### config.mk
export PLATFORM = sky130hd
export DESIGN_NAME = alu_arbiter
export DESIGN_NICKNAME = d
export VERILOG_FILES = /design/src/rtl/rv32i_pkg.sv /design/src/rtl/alu_arbiter_rr_arb2.sv /design/src/rtl/alu_arbiter.sv
export SDC_FILE = /design/constraint.sdc
export NUM_CORES = 1
export LEC_CHECK = 0
export CAP_MARGIN = 30
export CORE_AREA = 5 5 130 132
export DETAILED_ROUTE_END_ITERATION = 10
export DIE_AREA = 0 0 135 137
export PLACE_DENSITY = 0.73
export SLEW_MARGIN = 10
export SYNTH_ARGS = -nofsm -noshare
export SYNTH_HDL_FRONTEND = slang
export SYNTH_HIERARCHICAL = 1
export SYNTH_SLANG_ARGS = --single-unit
### constraint.sdc
create_clock -name clk -period 3.1 [get_ports clk]
set_clock_uncertainty 0.2 [all_clocks]
set_input_delay 0.62 -clock clk [delete_from_list [all_inputs] [get_ports clk]]
set_output_delay 0.62 -clock clk [all_outputs]
set_load 0.02 [all_outputs]
### src/rtl/rv32i_pkg.sv
// Shared RV32I definitions: datapath width and the alu32 control encodings.
package rv32i_pkg;

  localparam int XLEN = 32;

  localparam logic [3:0] ALU_ADD  = 4'b0000;
  localparam logic [3:0] ALU_SUB  = 4'b0001;
  localparam logic [3:0] ALU_AND  = 4'b0010;
  localparam logic [3:0] ALU_OR   = 4'b0011;
  localparam logic [3:0] ALU_XOR  = 4'b0100;
  localparam logic [3:0] ALU_SLL  = 4'b0101;
  localparam logic [3:0] ALU_SRL  = 4'b0110;
  localparam logic [3:0] ALU_SRA  = 4'b0111;
  localparam logic [3:0] ALU_EQ   = 4'b1000;
  localparam logic [3:0] ALU_LTU  = 4'b1001;
  localparam logic [3:0] ALU_LT   = 4'b1010;
  localparam logic [3:0] ALU_GEU  = 4'b1011;
  localparam logic [3:0] ALU_GE   = 4'b1100;
  localparam logic [3:0] ALU_JALR = 4'b1101;

  // Codes above this are reported back to the requester as unsupported.
  localparam logic [3:0] ALU_OP_MAX = ALU_JALR;

endpackage

### src/rtl/alu_arbiter_rr_arb2.sv
// Two-way round-robin grant; the pointer names the port that wins the next conflict.
module rr_arb2 (
  input  logic       clk,
  input  logic       rst_n,
  input  logic [1:0] req_i,
  output logic [1:0] gnt_o
);

  logic ptr_q, ptr_d;

  always_comb begin
    gnt_o = 2'b00;
    unique case (req_i)
      2'b01:   gnt_o = 2'b01;
      2'b10:   gnt_o = 2'b10;
      2'b11:   gnt_o = ptr_q ? 2'b10 : 2'b01;
      default: gnt_o = 2'b00;
    endcase
    // After any grant the other port gets priority, even without a conflict.
    ptr_d = ptr_q;
    if (gnt_o != 2'b00) ptr_d = gnt_o[0];
  end

  always_ff @(posedge clk) begin
    if (!rst_n) ptr_q <= 1'b0;
    else        ptr_q <= ptr_d;
  end

endmodule

### src/rtl/alu_arbiter.sv
// Shares one external alu32 between the execute stage (port 0) and the
// branch/address unit (port 1), with a one-deep registered response per port.
module alu_arbiter #(
  parameter int XLEN   = rv32i_pkg::XLEN,
  parameter int CTRL_W = 4,
  parameter int TAG_W  = 4,
  parameter int CNT_W  = 16
) (
  input  logic                clk,
  input  logic                rst_n,
  input  logic [1:0]          req_valid,
  output logic [1:0]          req_ready,
  input  logic [2*CTRL_W-1:0] req_op,
  input  logic [2*XLEN-1:0]   req_a,
  input  logic [2*XLEN-1:0]   req_b,
  input  logic [2*TAG_W-1:0]  req_tag,
  output logic [1:0]          rsp_valid,
  input  logic [1:0]          rsp_ready,
  output logic [2*XLEN-1:0]   rsp_data,
  output logic [2*TAG_W-1:0]  rsp_tag,
  output logic [1:0]          rsp_err,
  output logic [XLEN-1:0]     alu_a,
  output logic [XLEN-1:0]     alu_b,
  output logic [CTRL_W-1:0]   alu_ctrl,
  input  logic [XLEN-1:0]     alu_result,
  output logic [CNT_W-1:0]    conflict_cnt
);

  // Handshake: a request transfers on a cycle where req_valid[i] & req_ready[i];
  // a response transfers on a cycle where rsp_valid[i] & rsp_ready[i].
  logic [1:0]       rsp_vld;
  logic [1:0]       elig;
  logic [1:0]       arb_req;
  logic [1:0]       grant;
  logic [CNT_W-1:0] conflict_q, conflict_d;

  // A port may issue only if its buffer is empty or draining this cycle.
  assign elig    = req_valid & (~rsp_vld | rsp_ready);
  assign arb_req = rst_n ? elig : 2'b00;

  rr_arb2 u_arb (
    .clk   (clk),
    .rst_n (rst_n),
    .req_i (arb_req),
    .gnt_o (grant)
  );

  assign req_ready = grant;

  always_comb begin
    alu_a    = '0;
    alu_b    = '0;
    alu_ctrl = CTRL_W'(rv32i_pkg::ALU_ADD);
    for (int p = 0; p < 2; p++) begin
      if (grant[p]) begin
        alu_a    = req_a[p*XLEN +: XLEN];
        alu_b    = req_b[p*XLEN +: XLEN];
        alu_ctrl = req_op[p*CTRL_W +: CTRL_W];
      end
    end
  end

  always_comb begin
    conflict_d = conflict_q;
    if (elig == 2'b11 && conflict_q != {CNT_W{1'b1}}) conflict_d = conflict_q + CNT_W'(1);
  end

  always_ff @(posedge clk) begin
    if (!rst_n) conflict_q <= '0;
    else        conflict_q <= conflict_d;
  end

  assign conflict_cnt = conflict_q;

  for (genvar p = 0; p < 2; p++) begin : g_rsp
    logic              valid_q, valid_d;
    logic              err_q, err_d;
    logic [XLEN-1:0]   data_q, data_d;
    logic [TAG_W-1:0]  tag_q, tag_d;

    // A grant wins over a drain, so a draining buffer reloads without a bubble.
    always_comb begin
      valid_d = valid_q;
      data_d  = data_q;
      tag_d   = tag_q;
      err_d   = err_q;
      if (grant[p]) begin
        valid_d = 1'b1;
        data_d  = alu_result;
        tag_d   = req_tag[p*TAG_W +: TAG_W];
        err_d   = req_op[p*CTRL_W +: CTRL_W] > CTRL_W'(rv32i_pkg::ALU_OP_MAX);
      end else if (rsp_ready[p]) begin
        valid_d = 1'b0;
      end
    end

    always_ff @(posedge clk) begin
      if (!rst_n) begin
        valid_q <= 1'b0;
        data_q  <= '0;
        tag_q   <= '0;
        err_q   <= 1'b0;
      end else begin
        valid_q <= valid_d;
        data_q  <= data_d;
        tag_q   <= tag_d;
        err_q   <= err_d;
      end
    end

    assign rsp_vld[p]                   = valid_q;
    assign rsp_data[p*XLEN +: XLEN]     = data_q;
    assign rsp_tag[p*TAG_W +: TAG_W]    = tag_q;
    assign rsp_err[p]                   = err_q;
  end

  assign rsp_valid = rsp_vld;

endmodule

==> results.md <==
- Across all layers, the routed design uses 5,017 vias.
- The total number of H-tree levels is 3.
- The maximum number of buffers from clock root to sink is 2.
- Yosys mapped a number of flops with a built-in enable equal to 0.
- For this design, the slowest cell found on the critical path is sky130_fd_sc_hd__dlygate4sd2_1.
- The remaining number of nets flagged by the antenna check after routing is 0.
- The most used flip-flop cell after synthesis is sky130_fd_sc_hd__dfxtp_1.
- The slew at the pin closest to its max-slew limit is 0.8112 ns.
- The XOR/XNOR share of the synthesized area is 0%.
- The number of violations of the max-capacitance limit is 0.
- Of the cells placed in the final design, the portion with a size suffix greater than 1 is 24.02%.
- A synthesized cell averages 9.721 µm².
- The TritonCTS clock tree is built.
- The setup TNS is 0 ns.
- The hold violation count in the final report is 0.
- The area of the die is 18,500 µm².
- The initial antenna violation count is 1.
- For this design the ratio of total power to cell area is 382.1 nW/µm².
- The peak supply drop is 0.0003190 V.
- The count of buffers added on input and output ports is 343.
- Setup repair after global routing could not meet its margin everywhere.
- In this run the static leakage power is 3.630 nW.
- The maximum frequency from static timing analysis is 325.3 MHz.
- The row count is 46.
- After filler insertion, the fill cell instance count of the layout stands at 1,343.
- The combined area of all synthesized cells is 4345 µm².
- Summed over all nets, the half-perimeter wirelength after detailed placement is 16.13 mm.
- Summing the areas of all compound-gate instances in the mapped netlist gives 18.26% of the synthesized area.
- The synthesized netlist devotes 0.2879% of its cell area to adder and majority cells.
- The setup slack at placement is -0.6327 ns.
- Of the post-synthesis cell area, the part taken by muxes is 17.74%.
- In this run, CTS created clock tree buffers numbering 9.
- The kind of cell adding the most delay to the critical path is buffers and inverters.
- For this run, design rule violations remaining after detail routing come to 0.
- After clock tree synthesis, the clock-pin slew on the worst setup and hold paths is 0.07 ns.
- The final net count is 994.
- The count of distinct cell types in the synthesized netlist is 39.
- The wire length reported by the detailed router is 20.98 mm.
- The tree is rooted in a sky130_fd_sc_hd__clkbuf_16.
- The critical path buffer and inverter count is 17.
- The total of hold buffers inserted after clock tree synthesis is 0.
- The run finished with clean final reports.
- For flop-to-flop paths, the worst setup slack is 0.10 ns.
- The global-route congestion overflow total is 0.
- The number of pins with negative max-slew slack in the final report came to 0.
- The number of synthesized register bits is 93.
- The multi-input combinational cells in the finished layout cover a total of 2679 µm².
- The largest stage delay on the critical path is 0.22 ns.
- The weighted congestion reported at the end of routability-driven placement is 0.9027.
- Entering global routing, the biggest net connects 77 pins.
- The number of nets handed over by synthesis was 630.
- The region available for standard cell placement spans 15,600 µm².
- The synthesized netlist devotes 15.78% of its cell area to simple gates.
- In the routed layout, each cell is associated on average with a via count of 4.857.
- The worst setup path is of the input port to flop kind.
- In this run the count of I/O pins placed on the die edge is 344.
- The cell seen most often among critical-path stages is sky130_fd_sc_hd__buf_4.
- The first-pass GRT wire length is 30.06 mm.
- Traced cell by cell, the critical path runs through dlygate4sd2_1 -> and3_4 -> nand2b_4 -> buf_4 -> buf_4 -> buf_4 -> buf_4 -> buf_4 -> buf_4 -> buf_4 -> buf_4 -> buf_4 -> buf_4 -> buf_4 -> buf_4 -> buf_4 -> buf_4 -> buf_4 -> buf_4 -> a21boi_1.
- Measured along the x axis, the die boundary spans 135 µm.
- The time the worst path needs with I/O delays and setup is 3.074 ns.
- The final-report setup violation count is 0.
- STA puts the critical path data required time at 3.18 ns.
- For this block, the initial DRC count from the detailed router was 141.
- The part of the Yosys area used for sequential elements is 42.84%.
- The first detailed-routing pass ran for 4 iterations.
- The type of the tightest min-delay check is flop to flop.
- For this configuration, the core starts out at a cell density of 27.86%.
- The total routing usage reported by global routing is 20.98%.
- The area growth from synthesis to layout is 105.2%.
- In the finished design, the share of the clock period the worst path needs comes to 99.16%.
- In this run the tightest slew margin relative to its limit is 45.47%.
- After technology mapping, the gate count stands at 447.
- In the final layout, flip-flops and latches occupy 1862 µm².
- The clock reaches the later pin of the worst-skew pair after 0.34 ns.
- For the worst setup path, the data arrival time is 3.15 ns.
- The dominant combinational cell family by area after synthesis is compound AO/OA/AOI/OAI gates.
- The top cell types in the final layout, fill and taps aside, are sky130_fd_sc_hd__clkdlybuf4s50_1 (269), sky130_fd_sc_hd__dfxtp_1 (93), sky130_fd_sc_hd__mux2i_1 (77).
- After layout, the worst setup slack is 0.02598 ns.
- For this run, asynchronously set or reset flops after synthesis account for 0%.
- The tree built by TritonCTS fans out to 93 sinks.
- The average wire per cell in the routed design is 20.31 µm.
- In this run the worst path has a maximum fanout of 2.
- The total number of yosys warnings is 6.
- The y dimension of the die is 137 µm.
- The type of origin of the critical path is an input port.
- The via count of the first global-routing pass was 5,248.
- The worst setup path is captured at a flop.
- On the final layout, the worst hold slack is 0.2851 ns.
- The most common cell after layout, fill and taps aside is sky130_fd_sc_hd__clkdlybuf4s50_1.
==> cells in the mapped netlist (5+ instances only) <==
master                     count  area (µm²)
sky130_fd_sc_hd__dfxtp_1      93        1862
sky130_fd_sc_hd__mux2i_1      77       770.7
sky130_fd_sc_hd__nor2_1       75       281.5
sky130_fd_sc_hd__a22o_1       68       595.6
sky130_fd_sc_hd__clkbuf_1     23       86.33
sky130_fd_sc_hd__nand2_1      14       52.55
sky130_fd_sc_hd__buf_2        12       60.06
sky130_fd_sc_hd__a21oi_1       9       45.04
sky130_fd_sc_hd__inv_1         6       22.52
sky130_fd_sc_hd__nand2b_1      6       37.54
sky130_fd_sc_hd__nand3_1       5       25.02
sky130_fd_sc_hd__nor4_2        5       62.56
sky130_fd_sc_hd__o31ai_1       5       37.54
==> routing by layer <==
metal | track usage [%] | vias to the layer above | wire length, µm | share of wire (%)
met4 | 6.047 | 0 | 457 | 2.2
li1 | - | 2366 | - | -
met2 | 39.36 | 235 | 11030 | 53
met1 | 22.38 | 2382 | 7691 | 37
met3 | 6.985 | 34 | 1794 | 8.6
met5 | 0 | - | 0 | 0
==> report_power, final <==
| part | internal [mW] | leakage [nW] | switching (mW) |
|---|---|---|---|
| Sequential | 1.25 | 0.758 | 0.0305 |
| Combinational | 0.569 | 2.73 | 0.452 |
| Clock | 0.634 | 0.145 | 0.477 |
==> timing repair <==
action,CTS,global route
cloned,3,0
buffers inserted,17,0
resized for setup,279,22
endpoints found under the setup margin,70,45
pin swaps,3,3
==> sequential cells by signal, indices dropped and copies added, names as in the netlist <==
register	flops
g_rsp.valid_q	2
u_arb/ptr_q	1
g_rsp.err_q	2
g_rsp.data_q	64
conflict_cnt	16
g_rsp.tag_q	8
==> worst register-to-register path, stage by stage, from the launching register on <==
cell                       delay (ns)
sky130_fd_sc_hd__dfxtp_1         0.35
sky130_fd_sc_hd__nand2b_4        0.08
sky130_fd_sc_hd__and3_4          0.21
sky130_fd_sc_hd__nand2b_4        0.05
sky130_fd_sc_hd__buf_4           0.12
sky130_fd_sc_hd__buf_4           0.12
sky130_fd_sc_hd__buf_4           0.12
sky130_fd_sc_hd__buf_4           0.12
sky130_fd_sc_hd__buf_4           0.12
sky130_fd_sc_hd__buf_4           0.12
sky130_fd_sc_hd__buf_4           0.12
sky130_fd_sc_hd__buf_4           0.12
sky130_fd_sc_hd__buf_4           0.12
sky130_fd_sc_hd__buf_4           0.12
sky130_fd_sc_hd__buf_4           0.12
sky130_fd_sc_hd__buf_4           0.12
sky130_fd_sc_hd__buf_4           0.12
sky130_fd_sc_hd__buf_4           0.12
sky130_fd_sc_hd__buf_4           0.12
sky130_fd_sc_hd__buf_4           0.12
sky130_fd_sc_hd__a21boi_1        0.11
==> stage by stage <==
step	power, mW	util (%)	std cells	cell area, µm²
after global routing	3.542	57.17	1033	8917
after global placement	2.284	54.40	996	8484
final	3.407	57.17	1033	8917
after detailed placement	2.299	54.40	996	8484
after floorplan	1.729	-	447	4733
after CTS	3.446	57.46	1032	8962
==> cell families (layout without fill, tap and decap cells) <==
logic type,after synthesis,after routing
simple gates,133,133
buf+inv,47,416
fa+ha+maj,1,1
flops,93,93
other cells,0,1
compound gates,96,96
mux,77,77
==> area by class of cell <==
| cell class | count | share of cell area [%] |
|---|---|---|
| inverters | 6 | 0.2526 |
| flip-flops and latches | 93 | 20.88 |
| repair buffers | 394 | 42.40 |
| clock inverters | 6 | 0.7998 |
| clock buffers | 10 | 2.568 |
| diodes | 1 | 0.02806 |
| multi-input cells | 307 | 30.04 |
| well taps | 216 | 3.031 |
==> path summary, 6_finish.rpt <==
| check | cells past startpoint | endpoint | from |
|---|---|---|---|
| min reg2reg | 2 | g_rsp[1].err_q$_SDFFE_PN0P_ | g_rsp[1].err_q$_SDFFE_PN0P_ |
| min | 2 | g_rsp[1].err_q$_SDFFE_PN0P_ | g_rsp[1].err_q$_SDFFE_PN0P_ |
| max | 20 | u_arb/ptr_q$_SDFFE_PN0P_ | req_valid[0] |
| max reg2reg | 20 | u_arb/ptr_q$_SDFFE_PN0P_ | g_rsp[0].valid_q$_SDFFE_PN0P_ |
No activity file was read; power rests on OpenSTA's default activity.
